--- src/rtl/fetch_unit_pkg.sv ---
// Shared fetch-stage definitions: reset vector, NOP encoding, FSM states, buffer entry layout
// and the RV32I major opcodes that the control unit decodes from id_instr[6:0].
package fetch_unit_pkg;

  localparam logic [31:0] RESET_VECTOR = 32'h0000_0000;
  localparam logic [31:0] NOP_INSTR    = 32'h0000_0013;

  localparam logic [6:0] OPC_LUI    = 7'b0110111;
  localparam logic [6:0] OPC_AUIPC  = 7'b0010111;
  localparam logic [6:0] OPC_JAL    = 7'b1101111;
  localparam logic [6:0] OPC_JALR   = 7'b1100111;
  localparam logic [6:0] OPC_BRANCH = 7'b1100011;
  localparam logic [6:0] OPC_LOAD   = 7'b0000011;
  localparam logic [6:0] OPC_STORE  = 7'b0100011;
  localparam logic [6:0] OPC_OP_IMM = 7'b0010011;
  localparam logic [6:0] OPC_OP     = 7'b0110011;
  localparam logic [6:0] OPC_SYSTEM = 7'b1110011;

  typedef enum logic [1:0] {
    ST_BOOT   = 2'd0,
    ST_RUN    = 2'd1,
    ST_HALTED = 2'd2
  } fetch_state_e;

  typedef struct packed {
    logic [31:0] instr;
    logic [31:0] pc;
  } fetch_entry_t;

  function automatic logic [31:0] pc_plus4(input logic [31:0] pc);
    return pc + 32'd4;
  endfunction

endpackage

--- src/rtl/fetch_fifo.sv ---
// Parametric synchronous FIFO with flush and occupancy count; head data is read combinationally.
// A push into a full FIFO is accepted when a pop happens in the same cycle.
module fetch_fifo #(
  parameter int unsigned WIDTH = 32,
  parameter int unsigned DEPTH = 2
) (
  input  logic                     clk,
  input  logic                     rst_n,
  input  logic                     push,
  input  logic [WIDTH-1:0]         push_data,
  input  logic                     pop,
  input  logic                     flush,
  output logic [WIDTH-1:0]         pop_data,
  output logic [$clog2(DEPTH):0]   count
);

  localparam int unsigned AW = $clog2(DEPTH);
  localparam int unsigned CW = AW + 1;

  logic [WIDTH-1:0] mem_q [DEPTH];
  logic [AW-1:0]    wr_ptr_q, wr_ptr_d;
  logic [AW-1:0]    rd_ptr_q, rd_ptr_d;
  logic [CW-1:0]    count_q, count_d;
  logic             full, do_push, do_pop;

  assign full    = (count_q == CW'(DEPTH));
  assign do_pop  = pop && (count_q != '0);
  assign do_push = push && (!full || do_pop);

  // NOTE: every always_comb output gets a default first, so no path can leave it unassigned (no latch).
  always_comb begin
    wr_ptr_d = wr_ptr_q;
    rd_ptr_d = rd_ptr_q;
    count_d  = count_q;
    if (flush) begin
      wr_ptr_d = '0;
      rd_ptr_d = '0;
      count_d  = '0;
    end else begin
      if (do_push) wr_ptr_d = wr_ptr_q + AW'(1);
      if (do_pop)  rd_ptr_d = rd_ptr_q + AW'(1);
      count_d = count_q + CW'(do_push) - CW'(do_pop);
    end
  end

  // NOTE: sequential state uses non-blocking assignments so every flop samples pre-edge values.
  always_ff @(posedge clk or negedge rst_n) begin
    if (!rst_n) begin
      wr_ptr_q <= '0;
      rd_ptr_q <= '0;
      count_q  <= '0;
    end else begin
      wr_ptr_q <= wr_ptr_d;
      rd_ptr_q <= rd_ptr_d;
      count_q  <= count_d;
    end
  end

  // NOTE: storage is not reset; the count guarantees no entry is read before it is written.
  always_ff @(posedge clk) begin
    if (do_push && !flush) mem_q[wr_ptr_q] <= push_data;
  end

  assign pop_data = mem_q[rd_ptr_q];
  assign count    = count_q;

endmodule

--- src/rtl/fetch_unit.sv ---
// Instruction fetch stage: PC ownership, imem request/response tracking, instruction buffer, redirects.
// Optional: define FETCH_MISALIGN_CHK_EN to flag misaligned redirect targets via fetch_fault.
module fetch_unit
  import fetch_unit_pkg::*;
#(
  parameter logic [31:0] RESET_PC   = RESET_VECTOR,
  parameter int unsigned FIFO_DEPTH = 2
) (
  input  logic        clk,
  input  logic        rst_n,
  output logic        imem_req,
  input  logic        imem_gnt,
  output logic [31:0] imem_addr,
  input  logic        imem_rvalid,
  input  logic [31:0] imem_rdata,
  input  logic        redirect,
  input  logic [31:0] redirect_pc,
  input  logic        halt,
  output logic        id_valid,
  input  logic        id_ready,
  output logic [31:0] id_instr,
  output logic [31:0] id_pc,
  output logic [31:0] id_pc4,
  output logic        fetch_fault
);

  localparam int unsigned CW = $clog2(FIFO_DEPTH) + 1;
  localparam logic [CW:0] DEPTH_W = (CW + 1)'(FIFO_DEPTH);

  fetch_state_e  state_q, state_d;
  logic [31:0]   pc_q, pc_d;
  logic [CW-1:0] outst_q, outst_d;
  logic [CW-1:0] kill_q, kill_d;
  logic          fault_q, fault_d;

  logic [CW-1:0] data_count, tag_count;
  logic [31:0]   tag_head;
  fetch_entry_t  push_entry, head;
  logic [CW:0]   in_use;
  logic          issue, resp_live, resp_drop, resp_tracked, id_xfer;
  logic          misalign, take_target;

`ifdef FETCH_MISALIGN_CHK_EN
  assign misalign = redirect && (redirect_pc[1:0] != 2'b00);
`else
  assign misalign = 1'b0;
`endif
  assign take_target = redirect && !misalign;

  // Outstanding requests include wrong-path ones still in flight, so the buffer can never overflow.
  assign in_use    = {1'b0, outst_q} + {1'b0, data_count};
  assign imem_req  = (state_q == ST_RUN) && !halt && !redirect && !fault_q && (in_use < DEPTH_W);
  assign imem_addr = pc_q;
  assign issue     = imem_req && imem_gnt;

  // Responses with no tag pending belong to requests issued before reset and are ignored.
  assign resp_tracked = imem_rvalid && (outst_q != '0);
  assign resp_drop    = imem_rvalid && (kill_q != '0);
  assign resp_live    = imem_rvalid && (kill_q == '0) && (tag_count != '0);

  assign id_valid = (data_count != '0);
  assign id_xfer  = id_valid && id_ready;

  always_comb begin
    state_d = state_q;
    pc_d    = pc_q;
    kill_d  = kill_q;
    fault_d = fault_q || misalign;
    outst_d = outst_q + CW'(issue) - CW'(resp_tracked);

    if (issue)     pc_d   = pc_q + 32'd4;
    if (resp_drop) kill_d = kill_q - CW'(1);

    unique case (state_q)
      ST_BOOT:   state_d = ST_RUN;
      ST_RUN:    if (halt) state_d = ST_HALTED;
      ST_HALTED: if (!halt || redirect) state_d = ST_RUN;
      default:   state_d = ST_BOOT;
    endcase

    if (take_target) pc_d = redirect_pc & ~32'd3;
    if (redirect)    kill_d = outst_d;
    if (misalign)    state_d = ST_HALTED;
  end

  always_ff @(posedge clk or negedge rst_n) begin
    if (!rst_n) begin
      state_q <= ST_BOOT;
      pc_q    <= RESET_PC;
      outst_q <= '0;
      kill_q  <= '0;
      fault_q <= 1'b0;
    end else begin
      state_q <= state_d;
      pc_q    <= pc_d;
      outst_q <= outst_d;
      kill_q  <= kill_d;
      fault_q <= fault_d;
    end
  end

  fetch_fifo #(
    .WIDTH (32),
    .DEPTH (FIFO_DEPTH)
  ) u_tag_fifo (
    .clk       (clk),
    .rst_n     (rst_n),
    .push      (issue),
    .push_data (pc_q),
    .pop       (resp_live),
    .flush     (redirect),
    .pop_data  (tag_head),
    .count     (tag_count)
  );

  assign push_entry = '{instr: imem_rdata, pc: tag_head};

  fetch_fifo #(
    .WIDTH ($bits(fetch_entry_t)),
    .DEPTH (FIFO_DEPTH)
  ) u_data_fifo (
    .clk       (clk),
    .rst_n     (rst_n),
    .push      (resp_live),
    .push_data (push_entry),
    .pop       (id_xfer),
    .flush     (redirect),
    .pop_data  (head),
    .count     (data_count)
  );

  assign id_instr    = id_valid ? head.instr : NOP_INSTR;
  assign id_pc       = head.pc;
  assign id_pc4      = pc_plus4(head.pc);
  assign fetch_fault = fault_q;

endmodule

--- config.mk ---
export PLATFORM = sky130hd
export DESIGN_NAME = fetch_unit
export DESIGN_NICKNAME = d
export VERILOG_FILES = /design/src/rtl/fetch_unit_pkg.sv /design/src/rtl/fetch_fifo.sv /design/src/rtl/fetch_unit.sv
export SDC_FILE = /design/constraint.sdc
export NUM_CORES = 1
export LEC_CHECK = 0
export ABC_AREA = 1
export BUFFER_PORTS_ARGS = -buffer_cell sky130_fd_sc_hd__buf_2
export CAP_MARGIN = 20
export CORE_MARGIN = 3
export CORE_UTILIZATION = 40
export CTS_BUF_LIST = sky130_fd_sc_hd__clkbuf_4 sky130_fd_sc_hd__clkbuf_8 sky130_fd_sc_hd__clkbuf_16
export CTS_CLUSTER_SIZE = 10
export DETAILED_ROUTE_END_ITERATION = 12
export PLACE_DENSITY = 0.66
export SETUP_SLACK_MARGIN = 0.05
export SYNTH_ARGS = -nofsm -noshare
export SYNTH_HDL_FRONTEND = slang
export SYNTH_SLANG_ARGS = --single-unit
--- constraint.sdc ---
create_clock -name clk -period 7.7 [get_ports clk]
set_input_delay 0.77 -clock clk [delete_from_list [all_inputs] [get_ports clk]]
set_output_delay 0.77 -clock clk [all_outputs]
set_load 0.02 [all_outputs]
## Word-level counts from Yosys, hierarchy flattened

Memories as Yosys holds them, arrays and structs flattened.
Cells that the tools add are included.

| operators by class | value |
|---|---|
| add/subtract/negate cells | 14 |
| multiply operators | 0 |
| divide/modulo/power cells | 0 |
| $lt $le $gt $ge | 1 |
| eq/ne operators | 6 |
| shifts and indexed selects | 0 |
| mux-type cells | 22 |
| bitwise gates (word level) | 0 |
| reductions and logical operators | 35 |

Operator list:

| cell | number |
|---|---|
| 32-bit two-way mux | 3 |
| 32-bit by 3-bit adder with 32-bit output (second input constant) | 2 |
| 2-bit nonzero test | 10 |
| 1-bit logical AND | 15 |
| 1-bit two-way mux | 12 |
| 2-bit two-way mux | 6 |
| 2-bit by 1-bit adder with 2-bit output | 3 |
| 2-bit equality test (second input constant) | 3 |
| 2-bit case mux with 3 select lines | 1 |
| 2-bit by 1-bit subtractor with 2-bit output | 3 |
| 1-bit adder (second input constant) | 4 |
| 1-bit logical NOT | 4 |
| 2-bit logical NOT | 2 |
| 2-bit inequality test (second input constant) | 2 |
| 2-bit by 2-bit adder with 3-bit output | 1 |
| 1-bit logical OR | 3 |
| 3-bit by 2-bit < comparator with 1-bit output (second input constant) | 1 |
| 2-bit by 1-bit equality test with 1-bit output (second input constant) | 1 |
| 2-bit AND reduction | 1 |
| 2-bit by 1-bit subtractor with 2-bit output (second input constant) | 1 |

| word-level totals | value |
|---|---|
| register bits | 46 |
| latch bits | 0 |
| bits in writable memories | 192 |
| bits in read-only memories | 0 |
| bits of input ports | 71 |
| output and inout port bits | 131 |
| word-level logic and storage cells | 90 |
| memories | 2 |

Memory list:

| name | depth | bits a word | read ports | clocked after Yosys merged registers in | wr ports | RTL line | source |
|---|---|---|---|---|---|---|---|
| u_data_fifo.mem_q | 2 | 64 | 1 | 0 | 1 | fetch_fifo.sv:20 | `logic [WIDTH-1:0] mem_q [DEPTH];` |
| u_tag_fifo.mem_q | 2 | 32 | 1 | 0 | 1 | fetch_fifo.sv:20 |  |

## Depth between registers and ports, before layout

| logic depth | value |
|---|---|
| word-level depth | 9 |
| gate-level depth with buffers | 13 |
| gate-level depth less buffers | 13 |

## Cells and area by module

Synthesis repeated with hierarchy kept, for this count alone.

| unflattened totals | value |
|---|---|
| cells, all modules | 1226 |
| area total of the unflattened synthesis | 11320.9 um^2 |

Modules (own cells, without submodules):

| module | times used | cells each | area each (um^2) | seq. area each (um^2) |
|---|---|---|---|---|
| fetch_fifo (u_data_fifo) | 1 | 371 | 4933.5 | 3943.8 |
| fetch_unit | 1 | 651 | 3751.1 | 900.9 |
| fetch_fifo (u_tag_fifo) | 1 | 204 | 2636.3 | 2021.9 |

## Worst setup path after synthesis

OpenSTA, ideal clock, no wires.

| timing path | value |
|---|---|
| kind | input to register |
| start | in redirect |
| end | mem u_data_fifo.mem_q[1][10] in the netlist's numbering, enable pin |
| library setup time | 0.482 ns |
| data arrival time | 4.022 ns |
| required time | 7.218 ns |
| path slack | 3.196 ns |
| stages | 5 |
| buffers on the path | 2 |
| cells stage by stage | clkbuf_1 inv_1 clkbuf_1 nand2_1 nor2_1 |

| on the way | value |
|---|---|
| cells in the longest elaborated chain, start to end | 4 |

RTL lines:

| what | RTL line | source |
|---|---|---|
| from (decl) | fetch_unit.sv:16 | `input logic redirect,` |
| 1-bit logical NOT | fetch_fifo.sv:61 | `if (do_push && !flush) mem_q[wr_ptr_q] <= push_data;` |
| 1-bit logical AND | fetch_fifo.sv:61 |  |
| 1-bit two-way mux | fetch_fifo.sv:61 |  |
| 1-bit two-way mux (not written as such) | fetch_fifo.sv:61 |  |
| to (decl) | fetch_fifo.sv:20 |  |

No other way between the ends.

## Worst setup path after layout

| timing path | value |
|---|---|
| start | reg u_data_fifo.rd_ptr_q |
| end | out id_pc4[30] |

| on the way | value |
|---|---|
| cells in the longest elaborated chain, start to end | 2 |

RTL lines:

| what | RTL line | source |
|---|---|---|
| from (decl) | fetch_fifo.sv:22 | `logic [AW-1:0] rd_ptr_q, rd_ptr_d;` |
| from (signal assigned) | fetch_fifo.sv:54 | `rd_ptr_q <= rd_ptr_d;` |
| memory read 2 x 64 bit | -- |  |
| 32-bit by 3-bit adder with 32-bit output | fetch_unit_pkg.sv:31 | `return pc + 32'd4;` |
| to (decl) | fetch_unit.sv:23 | `output logic [31:0] id_pc4,` |

No other way between the ends.

==> reports/results.ini <==
[sta]
skew_ps = 13.9
setup_viol = 0
setup_tns_ps = 0
fmax_ghz = 0.257
fin_crit_sh = 0.505
hold_violations = 0
rsz0062_at_grt = no
max_slew_margin = 0.429
slew_violations = 0
tightestPinTransition_ps = 857
period_minus_slack_ps = 3890

[global_routing]
overflow = 0
grt_use_met1 = 0.231
grt-busiest-layer = met2
grt_pass1_vias = 7386
grtUsageMet3 = 0.0240
grt_max_degree = 68
antenna_found_initial = 2
grt_use_met2 = 0.268
grt_pass1_wl_um = 38000
grt_usage = 0.164

[clock_tree]
worstSkewPairLatency_ps = 520
postCtsSetupBuffers = 0
clock-sinks = 228
cts_resized = 0
clock_path_buffers = 3
cts_hold_buf = 0
cts_tree = yes
numCtsBuffers = 28
ctsRootBufferMaster = clkbuf_16
cts.htree.levels = 1
path_clk_slew_ps = 60

[drt]
vias_per_cell = 4.83
drt_iter0_drc = 421
wire_per_inst_um = 15.1
ant_nets = 0
routed_wl_um = 24200
drc = 0
drt_first_pass_iters = 5
dr_total_vias = 7730

[place]
gp_congestion = 0.871
port_buffers = 192
dp.final_hpwl_um = 16600

[power]
p_comb_frac = 0.280
ir_worst_vdd_mv = 0.152
swShare = 0.338
p_switching_mw = 1.27
intPower_mw = 2.49
p_per_area_nw_per_um2 = 292
clkPwrFrac = 0.327
total_power_mw = 3.76
cellLeakagePower_nw = 5.46
p_seq_frac = 0.393

[final_layout]
areaGrowthSynthToFinish_pct = 20.7
drive_above_1_share = 0.271
mostFrequentLayoutCell = nand2_1
layout.nets = 1322
most-common-layout-cells = nand2_1 (348), buf_2 (192), edfxtp_1 (184)

[floorplanning]
dieArea_sq_um = 28600
io_pins = 202
core_sq_um = 26100
die_w_um = 169
initial_core_util = 0.408
die_y_um = 169
num_rows = 59

[logic_synthesis]
synth_top_area_share = 0.519
synth-seq-cells = 228
yosysUniqueCellTypes = 38
synth_area_leaders = edfxtp_1 (52%), nand2_1 (12%), dfrtp_1 (10%)
synth_top_area_cell = edfxtp_1
synth_edf_count = 184
synth_cells = 1042
avgSynthCellArea_sq_um = 10.2
synth_ff_type = edfxtp_1
yosysWarnings = 0
syn_area_sq_um = 10700
synth-seq-area-share = 0.622
async_flop_share = 0.193

[worst_setup_path]
rr_startpoint = u_data_fifo.count[0]
critical_path_class = flop to output pin
arrival_ps = 3120
cp-start-kind = flop
worstPathMaxFanout = 67
critical_path.endpoint = id_pc4[30]
r2r-end = u_tag_fifo.mem_q[0][27]
r2r_cells = 9
rrSetupSlack_ps = 4180
end_kind = output pin
worstPathRequired_ps = 6930
crit_path_start = u_data_fifo.rd_ptr_q

[job]
maxCapViolations = 0

[status]
outcome = finished clean

[min_path]
hold_path.class = primary input to asynchronous set/reset pin

power groups by stage:
stage	clock (mW)	sequential (mW)	combinational [mW]
finish	1.23	1.48	1.05
detailed placement	0	1.50	1.06
CTS	1.26	1.47	1.07
global route	1.31	1.49	1.17
global placement	0	1.49	1.04
floorplan	0	1.50	0.709
state kept, by name, indices dropped and copies added, names as in the netlist:
signal	count
u_data_fifo.mem_q	124
state_q	2
u_data_fifo.wr_ptr_q	1
u_tag_fifo.wr_ptr_q	1
u_tag_fifo.rd_ptr_q	1
outst_q	2
u_tag_fifo.count	2
u_data_fifo.rd_ptr_q	1
u_data_fifo.count	2
kill_q	2
u_tag_fifo.mem_q	60
imem_addr	30
Yosys cell counts (2+ instances only):
cell / count
mux2_2: 30
nand2_4: 5
inv_1: 79
nand4_1: 3
nand3_2: 2
dfrtp_1: 44
nor2_2: 12
a21oi_1: 33
buf_2: 4
inv_2: 4
o21bai_1: 2
xnor2_1: 11
o21ai_1: 2
o21ai_0: 14
buf_4: 9
nor2_1: 84
buf_6: 5
nor2_4: 5
buf_1: 3
nand2_2: 24
clkbuf_1: 15
nand3_1: 68
edfxtp_1: 184
or2_2: 3
nand2_1: 348
nor3_1: 4
ha_1: 9
o211ai_1: 5
xor2_1: 22
worst max-delay path, cell delays in order, from the launching register on:
cell	delay, ps
dfrtp_2	370
buf_4	590
o21ai_1	360
inv_1	210
ha_1	220
nand2_2	100
nor2_8	150
inv_1	60
nor2_1	200
nand2_1	80
nand2_1	60
nand2_1	50
buf_2	150
layout make-up:
type	instances	area, sq um
fillers	2396	13300
inverters	83	312
diodes	2	5.00
clock buffers	48	881
repair buffers	199	1030
multi-input cells	701	3560
clock inverters	4	20.0
flip-flops and latches	228	6630
well taps	335	419
cell families (layout without fill, tap and decap cells):
family	count (synthesis)	in the layout	share of synthesized area
DFF	228	228	0.622
buffers and inverters	119	334	0.0491
xor gates and xnor gates	33	33	0.0271
adders and majority gates	10	10	0.0125
muxes	30	30	0.0317
and+or+nand+nor	561	561	0.226
other	1	9	0.000352
AOI/OAI and AO/OA	60	60	0.0307
worst min path at each step:
stage	from	to	slack, ps	depth (start not counted)
2_1_floorplan	u_data_fifo.wr_ptr_q	u_data_fifo.wr_ptr_q	460	1
3_3_place_gp	state_q[0]	state_q[0]	490	1
3_5_place_dp	state_q[0]	state_q[0]	520	1
5_1_grt	rst_n	state_q[1]	280	1
6_report	rst_n	state_q[1]	260	1
4_1_cts	imem_rdata[12]	u_data_fifo.mem_q[0][44]	420	1
layer usage:
| metal | vias to the layer above | wire [um] |
|---|---|---|
| li1 | 3831 | - |
| met1 | 3614 | 11000 |
| met2 | 251 | 11200 |
| met3 | 34 | 1540 |
| met4 | 0 | 488 |
| met5 | - | 0 |
metrics by stage:
stage	util	cells	instance area, sq um	hold WS (ps)	setup WS, ps
after floorplan	-	1048	10700	458	3200
after global placement	0.456	1545	11900	488	4180
after detailed placement	0.456	1545	11900	516	4150
after CTS	0.491	1597	12800	418	3730
after global routing	0.492	1600	12900	284	3490
final	0.492	1600	12900	260	3810
No activity file was read; power rests on OpenSTA's default activity.
